[src/rtl/tree_plru_policy_if.sv]
// Request/response bundle for the replacement-policy unit.
// master = cache controller side, slave = policy unit.
interface tree_plru_policy_if #(
  parameter int S_INDEX = 3,
  parameter int S_WAY   = 2
);
  localparam int NUM_WAY = 2**S_WAY;

  logic                 flush;
  logic                 busy;
  logic                 touch;
  logic [S_INDEX-1:0]   touch_set;
  logic [S_WAY-1:0]     touch_way;
  logic                 query;
  logic [S_INDEX-1:0]   query_set;
  logic [NUM_WAY-1:0]   valid_mask;
  logic [NUM_WAY-1:0]   lock_mask;
  logic                 victim_valid;
  logic [S_WAY-1:0]     victim_way;
  logic                 no_victim;

  modport master (
    output flush, touch, touch_set, touch_way, query, query_set, valid_mask, lock_mask,
    input  busy, victim_valid, victim_way, no_victim
  );

  modport slave (
    input  flush, touch, touch_set, touch_way, query, query_set, valid_mask, lock_mask,
    output busy, victim_valid, victim_way, no_victim
  );
endinterface

[src/rtl/tree_plru_policy.sv]
// Per-set replacement policy (tree-PLRU or MRU-bit) with registered victim
// selection and a one-set-per-cycle flush sweep.
module tree_plru_policy #(
  parameter int S_INDEX = 3,
  parameter int S_WAY   = 2,
  parameter int MODE    = 0
) (
  input  logic            clk,
  input  logic            rst,
  tree_plru_policy_if.slave bus
);
  localparam int NUM_SETS = 2**S_INDEX;
  localparam int NUM_WAY  = 2**S_WAY;
  localparam int NB       = (MODE == 1) ? NUM_WAY : NUM_WAY - 1;
  localparam logic [S_INDEX-1:0] LAST_SET = S_INDEX'(NUM_SETS - 1);

  typedef enum logic {ST_IDLE, ST_SWEEP} fsm_t;

  fsm_t                       r_fsm, w_fsm_nxt;
  logic [S_INDEX-1:0]         r_cnt;
  logic                       w_busy;
  logic [NUM_SETS-1:0][NB-1:0] r_plru;
  logic [NB-1:0]              w_touch_nxt;
  logic [NB-1:0]              w_qstate;
  logic [S_WAY-1:0]           w_pol_way;
  logic [S_WAY-1:0]           w_sel_way;
  logic                       w_sel_none;
  logic [NUM_WAY-1:0]         w_free;
  logic [NUM_WAY-1:0]         w_unl;
  logic                       w_touch_en;
  logic                       w_accept;
  logic                       r_vv;
  logic [S_WAY-1:0]           r_vway;
  logic                       r_nv;

  // Flush FSM state register
  always_ff @(posedge clk) begin
    if (rst) r_fsm <= ST_IDLE;
    else     r_fsm <= w_fsm_nxt;
  end

  // Flush FSM next state: a flush during the sweep restarts it, so stay put
  always_comb begin
    w_fsm_nxt = r_fsm;
    case (r_fsm)
      ST_IDLE:  if (bus.flush) w_fsm_nxt = ST_SWEEP;
      ST_SWEEP: if (!bus.flush && r_cnt == LAST_SET) w_fsm_nxt = ST_IDLE;
    endcase
  end

  // Flush FSM outputs
  always_comb begin
    w_busy = (r_fsm == ST_SWEEP);
  end

  // Sweep pointer: set being cleared this busy cycle; wraps to 0 after the last set
  always_ff @(posedge clk) begin
    if (rst || !w_busy || bus.flush) r_cnt <= '0;
    else                             r_cnt <= r_cnt + 1'b1;
  end

  // Touches and queries are only honoured outside the sweep
  always_comb begin
    w_touch_en = bus.touch && !w_busy;
    w_accept   = bus.query && !w_busy;
  end

  if (MODE == 1) begin : g_mru
    // MRU touch: mark the way; if every way is now marked, keep only this one
    always_comb begin
      w_touch_nxt = r_plru[bus.touch_set];
      w_touch_nxt[bus.touch_way] = 1'b1;
      if (&w_touch_nxt) begin
        w_touch_nxt = '0;
        w_touch_nxt[bus.touch_way] = 1'b1;
      end
    end

    // MRU policy: lowest way whose bit is clear (one always exists after a touch)
    always_comb begin
      w_pol_way = '0;
      for (int i = NUM_WAY - 1; i >= 0; i--)
        if (!w_qstate[i]) w_pol_way = S_WAY'(i);
    end
  end else begin : g_tree
    // Tree touch: every node on the way's root-to-leaf path points to the other half
    always_comb begin
      int   node;
      logic b;
      w_touch_nxt = r_plru[bus.touch_set];
      node = 0;
      for (int l = 0; l < S_WAY; l++) begin
        b = bus.touch_way[S_WAY-1-l];
        w_touch_nxt[node] = ~b;
        node = 2 * node + 1 + int'(b);
      end
    end

    // Tree walk from the root; each node bit selects the half, MSB first
    always_comb begin
      int   node;
      logic b;
      w_pol_way = '0;
      node = 0;
      for (int l = 0; l < S_WAY; l++) begin
        b = w_qstate[node];
        w_pol_way[S_WAY-1-l] = b;
        node = 2 * node + 1 + int'(b);
      end
    end
  end

  // Query sees the post-touch state when a same-set touch lands this cycle
  always_comb begin
    if (w_touch_en && bus.touch_set == bus.query_set) w_qstate = w_touch_nxt;
    else                                              w_qstate = r_plru[bus.query_set];
  end

  // Victim priority: free (invalid, unlocked) way, policy way, any unlocked way, none
  always_comb begin
    w_free     = ~bus.valid_mask & ~bus.lock_mask;
    w_unl      = ~bus.lock_mask;
    w_sel_way  = '0;
    w_sel_none = 1'b0;
    if (|w_free) begin
      for (int i = NUM_WAY - 1; i >= 0; i--)
        if (w_free[i]) w_sel_way = S_WAY'(i);
    end else if (!bus.lock_mask[w_pol_way]) begin
      w_sel_way = w_pol_way;
    end else if (|w_unl) begin
      for (int i = NUM_WAY - 1; i >= 0; i--)
        if (w_unl[i]) w_sel_way = S_WAY'(i);
    end else begin
      w_sel_none = 1'b1;
    end
  end

  // Policy state: sweep clears one set per busy cycle, otherwise apply the touch
  always_ff @(posedge clk) begin
    if (rst)             r_plru <= '0;
    else if (w_busy)     r_plru[r_cnt] <= '0;
    else if (w_touch_en) r_plru[bus.touch_set] <= w_touch_nxt;
  end

  // Registered victim response; way holds between responses
  always_ff @(posedge clk) begin
    if (rst) begin
      r_vv   <= 1'b0;
      r_vway <= '0;
      r_nv   <= 1'b0;
    end else begin
      r_vv <= w_accept;
      if (w_accept) begin
        r_vway <= w_sel_way;
        r_nv   <= w_sel_none;
      end
    end
  end

  assign bus.busy         = w_busy;
  assign bus.victim_valid = r_vv;
  assign bus.victim_way   = r_vway;
  assign bus.no_victim    = r_nv & r_vv;
endmodule
[src/flat_wrapper.sv]
// flat-port wrapper written by rule: the top's interface ports become plain ports
module tree_plru_policy_flat 
#(
  parameter int S_INDEX = 3,
  parameter int S_WAY   = 2,
  parameter int MODE    = 0
)
  (clk, rst, bus_flush, bus_touch, bus_touch_set, bus_touch_way, bus_query, bus_query_set, bus_valid_mask, bus_lock_mask, bus_busy, bus_victim_valid, bus_victim_way, bus_no_victim);
  tree_plru_policy_if #(.S_INDEX(S_INDEX), .S_WAY(S_WAY)) bus_i ();
  input  logic clk;
  input  logic rst;
  input wire logic [$bits(bus_i.flush)-1:0] bus_flush;
  input wire logic [$bits(bus_i.touch)-1:0] bus_touch;
  input wire logic [$bits(bus_i.touch_set)-1:0] bus_touch_set;
  input wire logic [$bits(bus_i.touch_way)-1:0] bus_touch_way;
  input wire logic [$bits(bus_i.query)-1:0] bus_query;
  input wire logic [$bits(bus_i.query_set)-1:0] bus_query_set;
  input wire logic [$bits(bus_i.valid_mask)-1:0] bus_valid_mask;
  input wire logic [$bits(bus_i.lock_mask)-1:0] bus_lock_mask;
  output wire logic [$bits(bus_i.busy)-1:0] bus_busy;
  output wire logic [$bits(bus_i.victim_valid)-1:0] bus_victim_valid;
  output wire logic [$bits(bus_i.victim_way)-1:0] bus_victim_way;
  output wire logic [$bits(bus_i.no_victim)-1:0] bus_no_victim;
  assign bus_i.flush = bus_flush;
  assign bus_i.touch = bus_touch;
  assign bus_i.touch_set = bus_touch_set;
  assign bus_i.touch_way = bus_touch_way;
  assign bus_i.query = bus_query;
  assign bus_i.query_set = bus_query_set;
  assign bus_i.valid_mask = bus_valid_mask;
  assign bus_i.lock_mask = bus_lock_mask;
  assign bus_busy = bus_i.busy;
  assign bus_victim_valid = bus_i.victim_valid;
  assign bus_victim_way = bus_i.victim_way;
  assign bus_no_victim = bus_i.no_victim;
  tree_plru_policy #(.S_INDEX(S_INDEX), .S_WAY(S_WAY), .MODE(MODE)) u_core (.clk(clk), .rst(rst), .bus(bus_i));
endmodule
[config.mk]
export PLATFORM = sky130hd
export DESIGN_NAME = tree_plru_policy_flat
export DESIGN_NICKNAME = d
export VERILOG_FILES = /design/src/rtl/tree_plru_policy_if.sv /design/src/rtl/tree_plru_policy.sv /design/src/flat_wrapper.sv
export SDC_FILE = /design/constraint.sdc
export NUM_CORES = 1
export LEC_CHECK = 0
export CORE_MARGIN = 4
export CORE_UTILIZATION = 54
export DETAILED_ROUTE_END_ITERATION = 6
export PLACE_DENSITY_LB_ADDON = 0.12
export SLEW_MARGIN = 20
export SYNTH_ARGS = -nofsm -noshare
export SYNTH_HDL_FRONTEND = slang
export SYNTH_SLANG_ARGS = --single-unit
[constraint.sdc]
create_clock -name clk -period 2.11 [get_ports clk]
set_input_delay 0.211 -clock clk [delete_from_list [all_inputs] [get_ports clk]]
set_output_delay 0.211 -clock clk [all_outputs]
set_load 0.05 [all_outputs]
==> results of run 1 <==
==> kinds of logic (layout without fill, tap and decap cells) <==
| group | Yosys count | count (layout) | synth area share [%] |
|---|---|---|---|
| AO/OA/AOI/OAI | 51 | 51 | 18.09 |
| XOR/XNOR | 3 | 3 | 1.372 |
| adder cells (fa/ha/maj) | 2 | 2 | 1.306 |
| buffers and inverters | 13 | 60 | 3.462 |
| flip-flops | 32 | 32 | 33.44 |
| multiplexers | 19 | 19 | 17.31 |
| AND/OR/NAND/NOR | 102 | 102 | 25.02 |
==> power by group <==
part	internal [mW]	switching, mW	total, mW
registers	0.617	0.0124	0.630
logic	0.123	0.143	0.267
clock network	0.315	0.213	0.528
total	1.06	0.369	1.42
==> layout make-up <==
cell class | instances | area [µm²] | area share, %
clock buffer | 7 | 65.06 | 2.664
clock inverter | 1 | 30.03 | 1.230
inverter | 4 | 15.01 | 0.6148
multi-input combinational | 177 | 1209 | 49.49
sequential | 32 | 640.6 | 26.23
tap | 46 | 57.56 | 2.357
timing repair buffer | 48 | 425.4 | 17.42
==> layer usage <==
metal / part of all wire (%) / global-route usage (%) / wire length [µm]
met2: 46 / 39.61 / 2453
met3: 9.6 / 6.656 / 510
met1: 43 / 34.88 / 2293
met4: 0.77 / 7.848 / 41
met5: 0 / 0 / 0
==> per-stage QoR <==
stage	hold slack [ns]	utilization, %	cells
after floorplan	0.3284	-	222
after global placement	0.4678	69.18	307
after detailed placement	0.4808	69.18	307
after CTS	0.4914	71.98	315
after global routing	0.5258	72.06	315
final	0.4926	72.06	315
==> sequential cells by signal, summed over array words and instances (netlist names) <==
name	count
u_core.r_cnt	3
u_core.r_plru	24
u_core.bus.busy	1
u_core.bus.victim_valid	1
u_core.r_nv	1
u_core.bus.victim_way	2
==> cell usage in the layout, fill, tap and decap left out, drive strengths merged, types with 10 or more instances in the layout <==
cell | synthesis | final
a22oi | 13 | 13
nand2 | 23 | 23
buf | 6 | 23
nand3 | 10 | 10
nor2b | 10 | 10
a21oi | 16 | 16
clkdlybuf4s50 | 0 | 24
dfxtp | 32 | 32
nor2 | 39 | 39
==> worst max-delay path: stages <==
cell and delay [ns]:
clkdlybuf4s50_1 0.53, mux4_1 0.56, mux2_2 0.30, mux2i_4 0.20, o21ai_0 0.10, nor2b_1 0.14, o32ai_1 0.26
==> how the worst min path moves through the flow <==
stage	to	slack, ns	cells past startpoint
floorplan	u_core.bus.busy$_SDFF_PP0_	0.33	2
global placement	u_core.r_nv$_SDFFE_PP0P_	0.47	2
detailed placement	u_core.r_nv$_SDFFE_PP0P_	0.48	2
CTS	u_core.bus.busy$_SDFF_PP0_	0.49	3
global route	u_core.bus.busy$_SDFF_PP0_	0.53	3
finish	u_core.r_nv$_SDFFE_PP0P_	0.49	2
==> impl_metrics.tcl, run 1 <==
set metrics [dict create \
    status "completed" \
    tns_ns 0 \
    r2r-end "u_core.bus.victim_way[0]$_SDFFE_PP0P_" \
    worstSkewPairLatency_ns 0.33 \
    port_buffers 25 \
    ys_ff_latch 32 \
    syn-num-nets 245 \
    reg2reg_depth 6 \
    io_pins 26 \
    clk_pin_slew_ns 0.10 \
    final-hold-violation-count 0 \
    ir_drop_mv 0.5210 \
    drtIter0Drc 137 \
    vias 1866 \
    wire_per_inst_um 16.82 \
    grt_use_total_pct 25.64 \
    crit_end "u_core.bus.victim_way[0]$_SDFFE_PP0P_" \
    drv_cap 0 \
    min_from "u_core.r_nv$_SDFFE_PP0P_" \
    holdBufCountCts 0 \
    synth_edf_count 0 \
    syn_area_per_cell_um2 8.629 \
    crit_path_start_kind "input pin" \
    cts_max_path_buffers 2 \
    p_leak_nw 0.9665 \
    syn_area_mm2 0.001916 \
    max_freq_mhz 487.1 \
    cts-buffers-inserted 5 \
    rsz0062_at_grt "no" \
    slew_violations 0 \
    fillCellCount 278 \
    post-place-ws_ns -0.3083 \
    rows 21 \
    finalWorstSetupSlack_ns 0.05708 \
    antenna_found_initial 0 \
    grt_pass1_vias 1738 \
    synth.top_cell.area_share_pct 33.44 \
    ys_types 41 \
    ant_nets 0 \
    gp_congestion 0.9817 \
    syn_to_final_growth_pct 27.50 \
    dieArea_mm2 0.004564 \
    n_antenna_cell 0 \
    core-area_mm2 0.003390 \
    yosys.area.top_type "dfxtp_1" \
    drc_errors 0 \
    reg2reg_slack_ns 0.17 \
    grt_max_degree 29 \
    crit_path_max_fanout 5 \
    p_total_mw 1.424 \
    finalNetCount 291 \
    start_util_pct 56.52 \
    cp.required_ns 2.36 \
    synthFlopType "dfxtp_1" \
    die_x_um 67.56 \
    viasPerCell 5.924 \
    routed_wl_um 5298 \
    period_share_pct 97.29 \
    arrival_ns 2.30 \
    endpoint_kind "flip-flop" \
    slew-limit-headroom_pct 66.36 \
    cts_resized 0 \
    setup_viol 0 \
    cts.htree.levels 2 \
    hold_class "flip-flop to flip-flop" \
    ys_warn_count 0 \
    worstSetupPathType "input pin to flip-flop" \
    r2r-start "u_core.r_plru[3]$_SDFFE_PP0P_" \
    min_period_ns 2.053 \
    fin_worst_skew_ns 0.006135 \
    die_y_um 67.56 \
    netlist_top_cells_area "dfxtp_1, mux4_1, nor2_1" \
    yosysSeqAreaShare_pct 33.44 \
    stdcell_area_mm2 0.002442 \
    yosys-top-cells-count "nor2_1, dfxtp_1, nand2_1" \
    placed_area_mm2 0.002345 \
    post_cts_buffers 0 \
    async_reset_ff_share_pct 0 \
    grt_pass1_wl_um 8638 \
    drive_above_1_share_pct 15.61 \
    postSynthCellCount 222 \
    synth.most_common_cell "nor2_1" \
    cts_tree "yes" \
    firstDrtPassIters 4 \
    root_buffer "clkbuf_4" \
    cts.sinks 32 \
    worstMarginPinSlew_ns 0.5030 \
    dp_hpwl_um 4005 \
    grt_overflow 0 \
    cellPowerDensity_mw_per_mm2 583.2 \
    startpoint "bus_query_set[1]" \
]
No activity file was read; power rests on OpenSTA's default activity.
==> run 2, diff against run 1 <==
--- a/config.mk
+++ b/config.mk
@@ -7,6 +7,7 @@
 export LEC_CHECK = 0
 export CORE_MARGIN = 4
 export CORE_UTILIZATION = 54
+export CTS_CLUSTER_SIZE = 40
 export DETAILED_ROUTE_END_ITERATION = 6
 export PLACE_DENSITY_LB_ADDON = 0.12
 export SLEW_MARGIN = 20
==> results of run 2 <==
Final layout, timing and power as in run 1 (identical DEF).
==> run 3, diff against run 2 <==
--- a/config.mk
+++ b/config.mk
@@ -5,7 +5,9 @@
 export SDC_FILE = /design/constraint.sdc
 export NUM_CORES = 1
 export LEC_CHECK = 0
-export CORE_MARGIN = 4
+export CAP_MARGIN = 20
+export CORE_ASPECT_RATIO = 0.7
+export CORE_MARGIN = 2
 export CORE_UTILIZATION = 54
 export CTS_CLUSTER_SIZE = 40
 export DETAILED_ROUTE_END_ITERATION = 6
==> run 3 against run 2 <==
Compared with the run above: worst setup slack gained 0.15 ns; sequential cell count is the same; clock skew rose by 0.00065 ns; largest power group unchanged.
==> impl_metrics.tcl, run 3 (synthesis gave the netlist of run 1 again) <==
set metrics [dict create \
    antenna_found_initial 0 \
    crit_path_start_kind "flip-flop" \
    cts.sinks 32 \
    cellPowerDensity_mw_per_mm2 606.2 \
    core-area_mm2 0.003468 \
    cts.htree.levels 2 \
    status "completed" \
    final_cell_mix "nor2_1, dfxtp_1, nand2_1, clkdlybuf4s50_1, buf_4" \
    rsz0062_at_grt "no" \
    dieArea_mm2 0.004047 \
    arrival_ns 2.10 \
    drv_cap 0 \
    cts-buffers-inserted 5 \
    die_y_um 53.83 \
    setup_viol 0 \
    final-hold-violation-count 0 \
    final_common_cell "nor2_1" \
    worstSkewPairLatency_ns 0.29 \
    grt_pass1_vias 1627 \
    grt_max_degree 29 \
    holdBufCountCts 0 \
    grt_pass1_wl_um 8079 \
    fin_worst_skew_ns 0.006785 \
    worstMarginPinSlew_ns 0.4988 \
    cts_max_path_buffers 2 \
    cp.required_ns 2.31 \
    firstDrtPassIters 5 \
    drc_errors 0 \
    die_x_um 75.19 \
    finalWorstSetupSlack_ns 0.2059 \
    hold_class "flip-flop to flip-flop" \
    placed_area_mm2 0.002327 \
    n_antenna_cell 0 \
    p_total_mw 1.481 \
    clk_pin_slew_ns 0.06 \
    port_buffers 25 \
    drive_above_1_share_pct 14.29 \
    crit_chain "mux4_1 -> mux2_2 -> mux2i_4 -> o21ai_0 -> nor2b_1 -> o32ai_1" \
    drtIter0Drc 90 \
    ir_drop_mv 0.4612 \
    post_cts_buffers 0 \
    p_leak_nw 0.9725 \
    slew_violations 0 \
    cts_tree "yes" \
    endpoint_kind "flip-flop" \
    utilization_pct 70.42 \
    viasPerCell 5.826 \
    vias 1841 \
    tns_ns 0 \
    grt_overflow 0 \
    io_pins 26 \
    grt_use_total_pct 28.03 \
    period_share_pct 90.24 \
    start_util_pct 55.23 \
    worstSetupPathType "flip-flop to flip-flop" \
    root_buffer "clkbuf_8" \
    largest-register "u_core.r_plru" \
    gp_congestion 0.9466 \
    slowest_stage "mux4_1" \
    slew-limit-headroom_pct 66.64 \
    wire_per_inst_um 16.07 \
    largest_register_ffs 24 \
    cpPeakStageDelay_ns 0.49 \
    ant_nets 0 \
    syn_to_final_growth_pct 27.50 \
    rows 18 \
    post-place-ws_ns -0.2805 \
    dp_hpwl_um 3891 \
    stdcell_area_mm2 0.002442 \
    max_freq_mhz 525.2 \
    finalNetCount 288 \
    fillCellCount 294 \
    crit_path_max_fanout 4 \
    min_period_ns 1.904 \
    routed_wl_um 5079 \
]
run 3: cell count changes in the layout (fill, tap and decap cells not counted), sizes merged:
cell / before / now
clkdlybuf4s50: 24 / 22
clkbuf: 7 / 6
clkinv: 0 / 1
dlymetal6s2s: 1 / 3
buf: 23 / 20
run 3: layer usage:
layer | routed length [µm] | part of all wire [%] | up-vias | global-route usage (%)
li1 | - | - | 910 | -
met1 | 2574 | 51 | 845 | 43.39
met2 | 1986 | 39 | 74 | 36.40
met3 | 448 | 8.8 | 12 | 8.989
met4 | 70 | 1.4 | 0 | 8.187
met5 | 0 | 0 | - | 0
run 3: layout make-up:
cell class	instances	area (µm²)	share of cell area, %
Clock inverter	2	35.03	1.434
Multi-Input combinational cell	177	1209	49.49
Tap cell	50	62.56	2.561
Sequential cell	32	640.6	26.23
Timing Repair Buffer	45	407.9	16.70
Inverter	4	15.01	0.6148
Clock buffer	6	72.57	2.971
run 3: worst max-delay path, delay by kind of cell (launching register included):
| family | cells | cell delay [ns] |
|---|---|---|
| multiplexers | 3 | 0.98 |
| flip-flops | 1 | 0.36 |
| AO/OA/AOI/OAI | 2 | 0.35 |
| AND/OR/NAND/NOR | 1 | 0.14 |
run 3: worst paths after layout:
check	startpoint	endpoint	slack [ns]	depth (start not counted)
hold / removal	u_core.r_nv$_SDFFE_PP0P_	u_core.r_nv$_SDFFE_PP0P_	0.48	2
setup reg to reg	u_core.r_plru[0]$_SDFFE_PP0P_	u_core.bus.victim_way[0]$_SDFFE_PP0P_	0.21	6
setup / recovery	u_core.r_plru[0]$_SDFFE_PP0P_	u_core.bus.victim_way[0]$_SDFFE_PP0P_	0.21	6
hold reg to reg	u_core.r_nv$_SDFFE_PP0P_	u_core.r_nv$_SDFFE_PP0P_	0.48	2
run 3: per-stage QoR:
step / hold slack, ns / instances
final: 0.4844 / 316
after global routing: 0.5207 / 316
after CTS: 0.4927 / 316
after detailed placement: 0.4786 / 308
after global placement: 0.4739 / 308
after floorplan: 0.3284 / 222
run 3: power breakdown:
part	leakage [nW]	switching, mW	internal (mW)
Clock	0.0552	0.239	0.350
Sequential	0.259	0.0125	0.618
Combinational	0.658	0.141	0.120
run 3: what timing repair did:
item	in CTS	in global routing
resized for setup	0	3
hold endpoints to repair	0	0
setup endpoints to repair	0	2
